==> config.mk <==
export PLATFORM = sky130hd
export DESIGN_NAME = quadrant_dispatch_flat
export DESIGN_NICKNAME = d
export VERILOG_FILES = /design/src/rtl/quadrant_dispatch_if.sv /design/src/rtl/quadrant_dispatch.sv /design/src/flat_wrapper.sv
export SDC_FILE = /design/constraint.sdc
export NUM_CORES = 1
export LEC_CHECK = 0
export ABC_CLOCK_PERIOD_IN_PS = 3500
export CELL_PAD_IN_SITES_DETAIL_PLACEMENT = 2
export CELL_PAD_IN_SITES_GLOBAL_PLACEMENT = 2
export CORE_UTILIZATION = 40
export DETAILED_ROUTE_END_ITERATION = 8
export PLACE_DENSITY_LB_ADDON = 0.1
export SYNTH_ARGS = -nofsm -noshare
export SYNTH_HDL_FRONTEND = slang
export SYNTH_SLANG_ARGS = --single-unit
==> constraint.sdc <==
create_clock -name clk -period 3.5 [get_ports clk]
set_input_delay 0.7 -clock clk [delete_from_list [all_inputs] [get_ports clk]]
set_output_delay 0.7 -clock clk [all_outputs]
set_load 0.1 [all_outputs]
==> src/rtl/quadrant_dispatch_if.sv <==
// Node-side packet bus and quadrant-link bus for quadrant_dispatch.
// The slave modport is the dispatch stage; the master modport is the node/link environment.
interface quadrant_dispatch_if #(
  parameter int unsigned DATA_W = 32
);
  logic              in_valid;
  logic              in_ready;
  logic [4:0]        in_dst;
  logic [DATA_W-1:0] in_data;
  logic              out_valid;
  logic [1:0]        out_quad;
  logic [4:0]        out_dst;
  logic [DATA_W-1:0] out_data;
  logic [3:0]        credit_ret;
  logic              credit_err;
  logic [7:0]        drop_cnt;

  modport master (
    output in_valid, in_dst, in_data, credit_ret,
    input  in_ready, out_valid, out_quad, out_dst, out_data, credit_err, drop_cnt
  );

  modport slave (
    input  in_valid, in_dst, in_data, credit_ret,
    output in_ready, out_valid, out_quad, out_dst, out_data, credit_err, drop_cnt
  );
endinterface

==> src/rtl/quadrant_dispatch.sv <==
// Injection dispatch: maps dst id to quadrant, buffers in an in-order FIFO, releases under per-quadrant credits.
// Optional macro QDISP_BAD_DST_DROP_EN drops accepted packets with dst > 19 and counts them in drop_cnt.
module quadrant_dispatch #(
  parameter int unsigned DATA_W  = 32,
  parameter int unsigned DEPTH   = 4,
  parameter int unsigned CREDITS = 4
) (
  input  logic                 clk,
  input  logic                 rst,
  quadrant_dispatch_if.slave   bus
);

  localparam int unsigned PTR_W = $clog2(DEPTH);
  localparam int unsigned CNT_W = $clog2(DEPTH + 1);
  localparam int unsigned CRD_W = 4;
  localparam int unsigned NQ    = 4;

  typedef struct packed {
    logic [1:0]        quad;
    logic [4:0]        dst;
    logic [DATA_W-1:0] data;
  } entry_t;

  entry_t             mem [DEPTH];
  logic [PTR_W-1:0]   wr_ptr;
  logic [PTR_W-1:0]   rd_ptr;
  logic [CNT_W-1:0]   count;
  logic [CNT_W-1:0]   count_nxt;
  logic [CRD_W-1:0]   credit     [NQ];
  logic [CRD_W-1:0]   credit_nxt [NQ];
  entry_t             head;
  entry_t             wr_entry;
  logic               accept;
  logic               push;
  logic               head_ok;
  logic               err_set;

  // Node-to-quadrant table shared with the mesh routers.
  function automatic logic [1:0] quad_of(input logic [4:0] dst);
    case (dst)
      5'd0,  5'd1,  5'd4,  5'd5:                 quad_of = 2'b01;
      5'd2,  5'd3,  5'd6,  5'd7:                 quad_of = 2'b10;
      5'd8,  5'd9,  5'd12, 5'd13, 5'd16, 5'd17: quad_of = 2'b00;
      5'd10, 5'd11, 5'd14, 5'd15, 5'd18, 5'd19: quad_of = 2'b11;
      default:                                   quad_of = 2'b10;
    endcase
  endfunction

  // Handshake, head eligibility and FIFO occupancy.
  always_comb begin
    accept   = bus.in_valid && bus.in_ready;
    push     = accept;
    head     = mem[rd_ptr];
    head_ok  = (count != '0) && (credit[head.quad] != '0);
    wr_entry = '{quad: quad_of(bus.in_dst), dst: bus.in_dst, data: bus.in_data};
`ifdef QDISP_BAD_DST_DROP_EN
    if (bus.in_dst > 5'd19) begin
      push = 1'b0;
    end
`endif
    count_nxt = count + CNT_W'(push) - CNT_W'(head_ok);
  end

  // Credit bookkeeping: a return and a dispatch on the same quadrant cancel out.
  always_comb begin
    err_set = 1'b0;
    for (int q = 0; q < NQ; q++) begin
      credit_nxt[q] = credit[q];
      if (bus.credit_ret[q] && !(head_ok && head.quad == 2'(q))) begin
        if (credit[q] == CRD_W'(CREDITS)) begin
          err_set = 1'b1;
        end else begin
          credit_nxt[q] = credit[q] + CRD_W'(1);
        end
      end else if (!bus.credit_ret[q] && head_ok && head.quad == 2'(q)) begin
        credit_nxt[q] = credit[q] - CRD_W'(1);
      end
    end
  end

  // Storage needs no reset; occupancy is tracked by count.
  always_ff @(posedge clk) begin
    if (push) begin
      mem[wr_ptr] <= wr_entry;
    end
  end

  always_ff @(posedge clk) begin
    if (rst) begin
      wr_ptr         <= '0;
      rd_ptr         <= '0;
      count          <= '0;
      bus.in_ready   <= 1'b1;
      bus.out_valid  <= 1'b0;
      bus.out_quad   <= '0;
      bus.out_dst    <= '0;
      bus.out_data   <= '0;
      bus.credit_err <= 1'b0;
      for (int q = 0; q < NQ; q++) begin
        credit[q] <= CRD_W'(CREDITS);
      end
    end else begin
      if (push) begin
        wr_ptr <= wr_ptr + PTR_W'(1);
      end
      if (head_ok) begin
        rd_ptr       <= rd_ptr + PTR_W'(1);
        bus.out_quad <= head.quad;
        bus.out_dst  <= head.dst;
        bus.out_data <= head.data;
      end
      count          <= count_nxt;
      bus.in_ready   <= (count_nxt != CNT_W'(DEPTH));
      bus.out_valid  <= head_ok;
      bus.credit_err <= bus.credit_err | err_set;
      for (int q = 0; q < NQ; q++) begin
        credit[q] <= credit_nxt[q];
      end
    end
  end

`ifdef QDISP_BAD_DST_DROP_EN
  // Saturating count of accepted-but-discarded packets.
  always_ff @(posedge clk) begin
    if (rst) begin
      bus.drop_cnt <= '0;
    end else if (accept && !push && bus.drop_cnt != 8'hFF) begin
      bus.drop_cnt <= bus.drop_cnt + 8'd1;
    end
  end
`else
  assign bus.drop_cnt = '0;
`endif

endmodule

==> src/flat_wrapper.sv <==
// flat-port wrapper written by rule: the top's interface ports become plain ports
module quadrant_dispatch_flat 
#(
  parameter int unsigned DATA_W  = 32,
  parameter int unsigned DEPTH   = 4,
  parameter int unsigned CREDITS = 4
)
  (clk, rst, bus_in_valid, bus_in_dst, bus_in_data, bus_credit_ret, bus_in_ready, bus_out_valid, bus_out_quad, bus_out_dst, bus_out_data, bus_credit_err, bus_drop_cnt);
  quadrant_dispatch_if #(.DATA_W(DATA_W)) bus_i ();
  input  logic clk;
  input  logic rst;
  input wire logic [$bits(bus_i.in_valid)-1:0] bus_in_valid;
  input wire logic [$bits(bus_i.in_dst)-1:0] bus_in_dst;
  input wire logic [$bits(bus_i.in_data)-1:0] bus_in_data;
  input wire logic [$bits(bus_i.credit_ret)-1:0] bus_credit_ret;
  output wire logic [$bits(bus_i.in_ready)-1:0] bus_in_ready;
  output wire logic [$bits(bus_i.out_valid)-1:0] bus_out_valid;
  output wire logic [$bits(bus_i.out_quad)-1:0] bus_out_quad;
  output wire logic [$bits(bus_i.out_dst)-1:0] bus_out_dst;
  output wire logic [$bits(bus_i.out_data)-1:0] bus_out_data;
  output wire logic [$bits(bus_i.credit_err)-1:0] bus_credit_err;
  output wire logic [$bits(bus_i.drop_cnt)-1:0] bus_drop_cnt;
  assign bus_i.in_valid = bus_in_valid;
  assign bus_i.in_dst = bus_in_dst;
  assign bus_i.in_data = bus_in_data;
  assign bus_i.credit_ret = bus_credit_ret;
  assign bus_in_ready = bus_i.in_ready;
  assign bus_out_valid = bus_i.out_valid;
  assign bus_out_quad = bus_i.out_quad;
  assign bus_out_dst = bus_i.out_dst;
  assign bus_out_data = bus_i.out_data;
  assign bus_credit_err = bus_i.credit_err;
  assign bus_drop_cnt = bus_i.drop_cnt;
  quadrant_dispatch #(.DATA_W(DATA_W), .DEPTH(DEPTH), .CREDITS(CREDITS)) u_core (.clk(clk), .rst(rst), .bus(bus_i));
endmodule
==> Word level (Yosys, flattened, before mapping) <==
Memories as Yosys holds them, arrays and structs flattened. A register that Yosys moved wholly into a read port is not among the register bits.
Cells that the tools add are included.
{ "classes": {"addsub": 12, "eq_ne": 8, "muxes": 31, "n_bitwise": 5, "reduce_logical": 29} }
{ "op_table": {"columns": ["op", "count"], "rows": [
  ["$mux 4", 16],
  ["$logic_and 1x1->1", 18],
  ["$add 4x1->4 const B", 4],
  ["$eq 4x3->1 const B", 4],
  ["$sub 4x1->4 const B", 4],
  ["$mux 1", 13],
  ["$logic_not 1->1", 8],
  ["$or 1x1->1", 5],
  ["$add 2x1->2 const B", 2],
  ["$eq 2x2->1 const B", 2],
  ["$mux 2", 2],
  ["$reduce_bool 4->1", 1],
  ["$add 3x1->3", 1],
  ["$ne 3x3->1 const B", 1],
  ["$reduce_bool 3->1", 1],
  ["$sub 3x1->3", 1],
  ["$eq 2x1->1 const B", 1],
  ["$logic_not 2->1", 1]
]} }
{ "word_totals": {"ff_bits": 49, "ram_bits": 172, "rom_bits": 64, "inputBits": 44, "output_inout_bits": 50, "elab_cells": 97, "mem_count": 3} }
{ "mem_list": {"columns": ["name", "depth", "word_bits", "rd", "rd_clocked_by_memory_dff", "write_ports", "line_no", "source"], "rows": [
  ["u_core.mem", 4, 39, 1, 1, 1, "quadrant_dispatch.sv:24", "entry_t mem [DEPTH];"],
  ["(name not given)", 32, 2, 1, 0, 0, "quadrant_dispatch.sv:40", "case (dst)"],
  ["u_core.credit", 4, 4, 5, 0, 4, "quadrant_dispatch.sv:29", "logic [CRD_W-1:0] credit [NQ];"]
]} }

==> Longest topological paths before layout <==
Gate-level depths: netlist of the first run.
An unclocked memory read counts as a cell.
{ "depth": {"ltp_word": 14, "ltp_mapped": 12, "mapped_depth_nobuf": 10} }

==> Worst setup path after synthesis of the first run <==
OpenSTA, ideal clock, no wires.
{ "synth_timing": {"path_kind": "register to register", "from": "register with a tool-made name", "to": "register u_core.bus.in_ready", "setup_time_ps": 117, "arrival_time_ps": 2814, "t_required_ps": 3383, "slack_ps": 569, "path_stages_with_launch": 13, "n_path_buf": 2, "period_less_slack_ps": 2931, "path_cell_list": "dfxtp_1 > mux4_2 > buf_2 > mux2i_1 > o22ai_4 > buf_6 > ha_1 > inv_1 > ha_1 > fa_1 > xnor2_1 > nor2_1 > nand2_1"} }
{ "synth_rtl": {"columns": ["item", "line_no", "source"], "rows": [
  ["to (signal assigned)", "quadrant_dispatch.sv:113", "bus.in_ready <= (count_nxt != CNT_W'(DEPTH));"],
  ["to (decl)", "quadrant_dispatch_if.sv:25", "output in_ready, out_valid, out_quad, out_dst, out_data, credit_err, drop_cnt"]
]} }

==> results of run 1 <==
==> stage by stage <==
stage	util (%)	instance area [um2]	setup WS, ns	total power [mW]
after floorplan	-	8890	0.569	7.55
after global placement	46.3	10100	0.580	8.59
after detailed placement	46.3	10100	0.417	8.74
after CTS	50.0	10900	0.385	11.4
after global routing	50.0	10900	0.239	11.8
final	50.0	10900	0.392	11.2
==> synth_stat cells, drive strengths merged, types with 3 or more instances <==
cell and n:
mux4 39, a21bo 3, buf 16, fa 5, mux2i 43, ha 14, nor4 3, nand2 11
nor2 62, inv 7, or4 3, xor2 5, a21o 5, dfxtp 67, o22ai 5, nor2b 6
xnor2 6, nand4 3, edfxtp 156, nand3 8, nor3 14, clkbuf 14, mux2 3, o21ai 4
nand2b 3, and3 4, nor3b 4, a21oi 11
==> state kept, by name (all words and copies together), names as in the netlist, named ones only <==
register and count:
u_core.bus.credit_err 1, u_core.bus.out_valid 1, u_core.mem 156, u_core.count 3
u_core.wr_ptr 2, u_core.credit 16, u_core.rd_ptr 2, u_core.bus.in_ready 1
u_core.bus.out_quad 2, u_core.bus.out_dst 5, u_core.bus.out_data 32
==> worst min path at each step <==
stage                                    to  slack (ns)
global placement                  flip-flop        0.46
finish                            flip-flop        0.49
CTS                               flip-flop        0.49
global route                      flip-flop        0.51
detailed placement  u_core.bus.out_data[28]        0.49
floorplan                         flip-flop        0.46
==> cells by family after synthesis <==
| logic type | after synthesis |
|---|---|
| flip-flops | 223 |
| AND/OR/NAND/NOR | 130 |
| multiplexers | 85 |
| buffers and inverters | 37 |
| AO/OA/AOI/OAI | 36 |
| adder cells (fa/ha/maj) | 19 |
| XOR/XNOR | 11 |
| other | 1 |
==> final cells by class <==
| type | count | share of cell area, % |
|---|---|---|
| well taps | 280 | 3.22 |
| repair buffers | 100 | 9.13 |
| clock inverters | 11 | 0.816 |
| flip-flops and latches | 223 | 55.4 |
| multi-input cells | 289 | 24.5 |
| inverters | 7 | 0.241 |
| clock buffers | 37 | 6.72 |
==> power by group <==
part | internal (mW) | switching (mW) | total [mW]
Sequential | 3.32 | 0.314 | 3.64
Combinational | 1.63 | 3.36 | 5.00
Clock | 1.53 | 1.06 | 2.58
Total | 6.48 | 4.73 | 11.2
==> layout by cell type, fill, tap and decap left out, drive strengths merged, types with 14 or more instances in the layout <==
cell and instances:
clkdlybuf4s50 78, nor2 62, nor3 14, mux2i 43, mux4 39, clkbuf 37
dfxtp 67, ha 14, edfxtp 156, buf 22
==> worst min-delay path: stages, from the launching register on <==
cell and delay, ns:
dfxtp_1 0.32, nand2b_1 0.07, o21ai_1 0.07
==> per-layer routing <==
| metal | vias to the layer above | wire, um |
|---|---|---|
| li1 | 2269 | - |
| met1 | 2614 | 8380 |
| met2 | 92 | 10600 |
| met3 | 33 | 901 |
| met4 | 2 | 447 |
| met5 | - | 13 |
==> results.sh, run 1 <==
export IMPL_grt_max_degree=43
export IMPL_final_setup_viol_count=0
export IMPL_start_util_pct=40.7
export IMPL_portBuffers=85
export IMPL_clkLatencyLatePin_ns=0.54
export IMPL_grtUsageTotal_pct=18.8
export IMPL_holdPathStages=2
export IMPL_synth_edf_count=156
export IMPL_clkTransAtPathRegs_ns=0.06
export IMPL_dieArea_um2=22800
export IMPL_diodes=0
export IMPL_rsz0062_at_grt="false"
export IMPL_slew_violations=0
export IMPL_synth_xor_area_share_pct=1.09
export IMPL_final_cells=947
export IMPL_finClkSkew_ns=0.0183
export IMPL_die_y_um=151
export IMPL_ys_seq_elements=223
export IMPL_num_vias=5010
export IMPL_worstHoldStart="u_core.rd_ptr[1]"
export IMPL_final_antenna_net_count=0
export IMPL_synth_cells=542
export IMPL_cp_max_fo=14
export IMPL_io_pins=94
export IMPL_cp_slowest_cell="mux4_2"
export IMPL_use_met2_pct=33.1
export IMPL_p_per_area_nw_per_um2=1030
export IMPL_relSlewSlack_pct=32.8
export IMPL_synth_top_family_by_area="multiplexers"
export IMPL_post_cts_resized=0
export IMPL_status="complete, no violations"
export IMPL_ff2ff_setup_slack_ns=0.39
export IMPL_fmax_mhz=322
export IMPL_drive_gt1_share_pct=17.4
export IMPL_synthSimpleGateAreaFrac_pct=7.27
export IMPL_via_per_inst=5.29
export IMPL_grtUsageMet1_pct=23.3
export IMPL_antenna_found_initial=2
export IMPL_final_nets=710
export IMPL_postCtsSetupRepairBufs=0
export IMPL_syn_to_final_growth_pct=22.9
export IMPL_postCtsHoldBufs=0
export IMPL_cp_end_kind="flip-flop"
export IMPL_vdd_ir_drop_worst_mv=0.586
export IMPL_path_depth=9
export IMPL_use_met3_pct=3.98
export IMPL_avgSynthCellArea_um2=16.3
export IMPL_yosysTopAreaCell="edfxtp_1"
export IMPL_crit_family="simple AND/OR/NAND/NOR gates"
export IMPL_finalCritPeriodShare_pct=88.8
export IMPL_async_reset_ff_share_pct=0
export IMPL_ys_seq_area_share_pct=68.0
export IMPL_yosys_warnings=0
export IMPL_cts_max_path_buffers=3
export IMPL_maxCapViolations=0
export IMPL_synth_distinct_cells=53
export IMPL_register_area_um2=6030
export IMPL_root_buffer="clkbuf_16"
export IMPL_synthAdderAreaFrac_pct=3.11
export IMPL_drc=0
export IMPL_setup_tns_ns=0
export IMPL_crit_buf_inv=0
export IMPL_dieWidth_um=151
export IMPL_grt_pass1_wl_mm=32.1
export IMPL_synth_top_cells_by_area="edfxtp_1 53%, dfxtp_1 15%, mux4_2 9.9%"
export IMPL_setup_worst_path_end="u_core.credit[1][3]"
export IMPL_drt_pass1_iterations=4
export IMPL_htreeDepth=1
export IMPL_tightestPinTransition_ns=1.00
export IMPL_multiInputGateArea_um2=2670
export IMPL_gp_congestion=0.756
export IMPL_worst_endpoint_arrival_ns=3.50
export IMPL_coreArea_um2=21800
export IMPL_criticalPathCategory="flip-flop to flip-flop"
export IMPL_fillerInstances=1968
export IMPL_synth_top_area_share_pct=52.9
export IMPL_row_count=54
export IMPL_synthFlopType="edfxtp_1"
export IMPL_gr_total_overflow=0
export IMPL_wirelength_mm=20.3
export IMPL_max_stage_delay_ns=0.65
export IMPL_routedWlPerCell_um=21.4
export IMPL_hold_viol_final=0
export IMPL_dp_hpwl_mm=12.6
export IMPL_tritoncts="done"
export IMPL_top_usage_layer="met2"
export IMPL_critPathLaunchType="flip-flop"
export IMPL_hold_path_class="flip-flop to flip-flop"
export IMPL_syn_area_um2=8860
export IMPL_rr_worst_depth=9
export IMPL_synthMuxAreaShare_pct=15.2
export IMPL_p_leak_nw=3.87
export IMPL_synth_compound_area_share_pct=3.06
export IMPL_crit_chain="mux4_2 -> or4b_4 -> nand2_1 -> ha_1 -> a21o_1 -> a21oi_1 -> nor3b_1 -> o21a_1 -> nor3_1"
export IMPL_grt_pass1_vias=5583
export IMPL_first_iter_violations=208
export IMPL_clkSinkCount=223
export IMPL_layout_min_cycle_time_ns=3.11
export IMPL_required_ns=3.89
export IMPL_dp_cells=899
export IMPL_r2r_end="u_core.credit[1][3]"
export IMPL_numCtsBuffers=26
export IMPL_whs_ns=0.486
No activity file was read; power rests on OpenSTA's default activity.
==> run 2, diff against run 1 <==
Settings changed: TNS_END_PERCENT from default to 20.
==> results of run 2 <==
Final layout, timing and power as in run 1 (identical DEF).
==> run 3, diff against run 2 <==
Settings changed: CTS_BUF_LIST from default to sky130_fd_sc_hd__clkbuf_8.
==> results.sh, run 3 (synthesis gave the netlist of run 1 again) <==
export IMPL_status="complete, no violations"
export IMPL_final_cell_mix="156 x edfxtp_1, 78 x clkdlybuf4s50_1, 65 x dfxtp_1"
export IMPL_r2r_end="u_core.credit[1][3]"
export IMPL_gp_congestion=0.756
export IMPL_htreeDepth=2
export IMPL_post_cts_resized=0
export IMPL_drc=0
export IMPL_ff2ff_setup_slack_ns=0.41
export IMPL_final_nets=723
export IMPL_criticalPathCategory="flip-flop to flip-flop"
export IMPL_cp_max_fo=14
export IMPL_via_per_inst=5.22
export IMPL_dp_hpwl_mm=12.6
export IMPL_whs_endpoint="u_core.bus.out_data[28]"
export IMPL_final_setup_viol_count=0
export IMPL_clock_power_share_pct=21.6
export IMPL_sw_frac_of_total_pct=42.9
export IMPL_final_cells=970
export IMPL_drive_gt1_share_pct=19.1
export IMPL_finalCritPeriodShare_pct=88.2
export IMPL_p_leak_nw=3.92
export IMPL_fmax_mhz=324
export IMPL_die_y_um=151
export IMPL_layout_min_cycle_time_ns=3.09
export IMPL_p_per_area_nw_per_um2=1010
export IMPL_dieArea_um2=22800
export IMPL_final_antenna_net_count=0
export IMPL_maxCapViolations=0
export IMPL_num_vias=5060
export IMPL_worst_endpoint_arrival_ns=3.47
export IMPL_clkSinkCount=223
export IMPL_io_pins=94
export IMPL_p_comb_share_pct=45.4
export IMPL_critPathLaunchType="flip-flop"
export IMPL_tightestPinTransition_ns=0.990
export IMPL_antenna_found_initial=2
export IMPL_dp_cells=899
export IMPL_vdd_ir_drop_worst_mv=0.544
export IMPL_p_sw_mw=4.72
export IMPL_finalCoreUtilization_pct=49.9
export IMPL_dieWidth_um=151
export IMPL_top_register="u_core.mem"
export IMPL_hold_path_class="flip-flop to flip-flop"
export IMPL_root_buffer="clkbuf_8"
export IMPL_setup_tns_ns=0
export IMPL_start_util_pct=40.7
export IMPL_grt_pass1_vias=5695
export IMPL_seq_power_share_pct=33.1
export IMPL_cp_end_kind="flip-flop"
export IMPL_portBuffers=85
export IMPL_slew_violations=0
export IMPL_rr_worst_depth=9
export IMPL_clkTransAtPathRegs_ns=0.06
export IMPL_largest_reg_flops=156
export IMPL_routedWlPerCell_um=21.1
export IMPL_required_ns=3.88
export IMPL_final_common_cell="edfxtp_1"
export IMPL_rsz0062_at_grt="false"
export IMPL_gr_total_overflow=0
export IMPL_wirelength_mm=20.4
export IMPL_row_count=54
export IMPL_syn_to_final_growth_pct=22.5
export IMPL_numCtsBuffers=39
export IMPL_reg_top3="u_core.mem (156), u_core.bus.out_data (32), u_core.credit (16)"
export IMPL_cts_max_path_buffers=3
export IMPL_tritoncts="done"
export IMPL_grt_pass1_wl_mm=32.0
export IMPL_first_iter_violations=181
export IMPL_grtUsageTotal_pct=19.0
export IMPL_diodes=0
export IMPL_internal_power_mw=6.29
export IMPL_drt_pass1_iterations=4
export IMPL_finClkSkew_ns=0.0115
export IMPL_relSlewSlack_pct=33.8
export IMPL_worstHoldStart="u_core.bus.out_data[28]"
export IMPL_holdPathStages=2
export IMPL_hold_viol_final=0
export IMPL_coreArea_um2=21800
export IMPL_clkLatencyLatePin_ns=0.52
export IMPL_postCtsSetupRepairBufs=0
export IMPL_postCtsHoldBufs=0
export IMPL_grt_max_degree=43
run 3: per-stage QoR:
stage	hold slack (ns)	setup slack (ns)	instance area, um2	total power [mW]
final	0.497	0.414	10900	11.0
after global routing	0.515	0.217	10900	11.6
after CTS	0.501	0.403	10900	11.2
after detailed placement	0.487	0.417	10100	8.74
after global placement	0.463	0.580	10100	8.59
after floorplan	0.457	0.569	8890	7.55
run 3: power by group through the flow:
stage | Sequential, mW | Clock (mW) | Combinational, mW
finish | 3.64 | 2.37 | 5.00
floorplan | 5.41 | 0 | 2.15
CTS | 3.65 | 2.46 | 5.08
global route | 3.69 | 2.56 | 5.32
global placement | 3.65 | 0 | 4.94
detailed placement | 3.70 | 0 | 5.05
run 3: cell type report:
class	count	area, um2
inverters	7	26.3
flip-flops and latches	223	6030
fillers	2006	10900
well taps	280	350
multi-input cells	289	2670
repair buffers	100	993
clock buffers	45	619
clock inverters	26	166
run 3: how the worst max path moves through the flow:
| stage | cells past startpoint | to | start |
|---|---|---|---|
| finish | 9 | u_core.credit[1][3] | flip-flop |
| global route | 9 | u_core.credit[1][3] | flip-flop |
| CTS | 9 | u_core.credit[1][3] | flip-flop |
| detailed placement | 9 | u_core.credit[1][3] | flip-flop |
| global placement | 9 | u_core.credit[1][3] | flip-flop |
| floorplan | 12 | u_core.bus.in_ready | flip-flop |
run 3: critical path: stages, from the launching register on:
cell,delay [ns]
dfxtp_4,0.37
mux4_2,0.65
or4b_4,0.59
nand2_1,0.16
ha_1,0.25
a21o_1,0.17
a21oi_1,0.20
nor3b_1,0.33
o21a_1,0.18
nor3_1,0.04
run 3: per-layer routing:
layer  vias to the layer above  part of all wire, %  GRT usage, %
li1                       2302                    -             -
met1                      2620                   41          22.8
met2                       101                   52          33.3
met3                        35                  4.4          4.22
met4                         2                  2.1          6.90
met5                         -                0.064             0
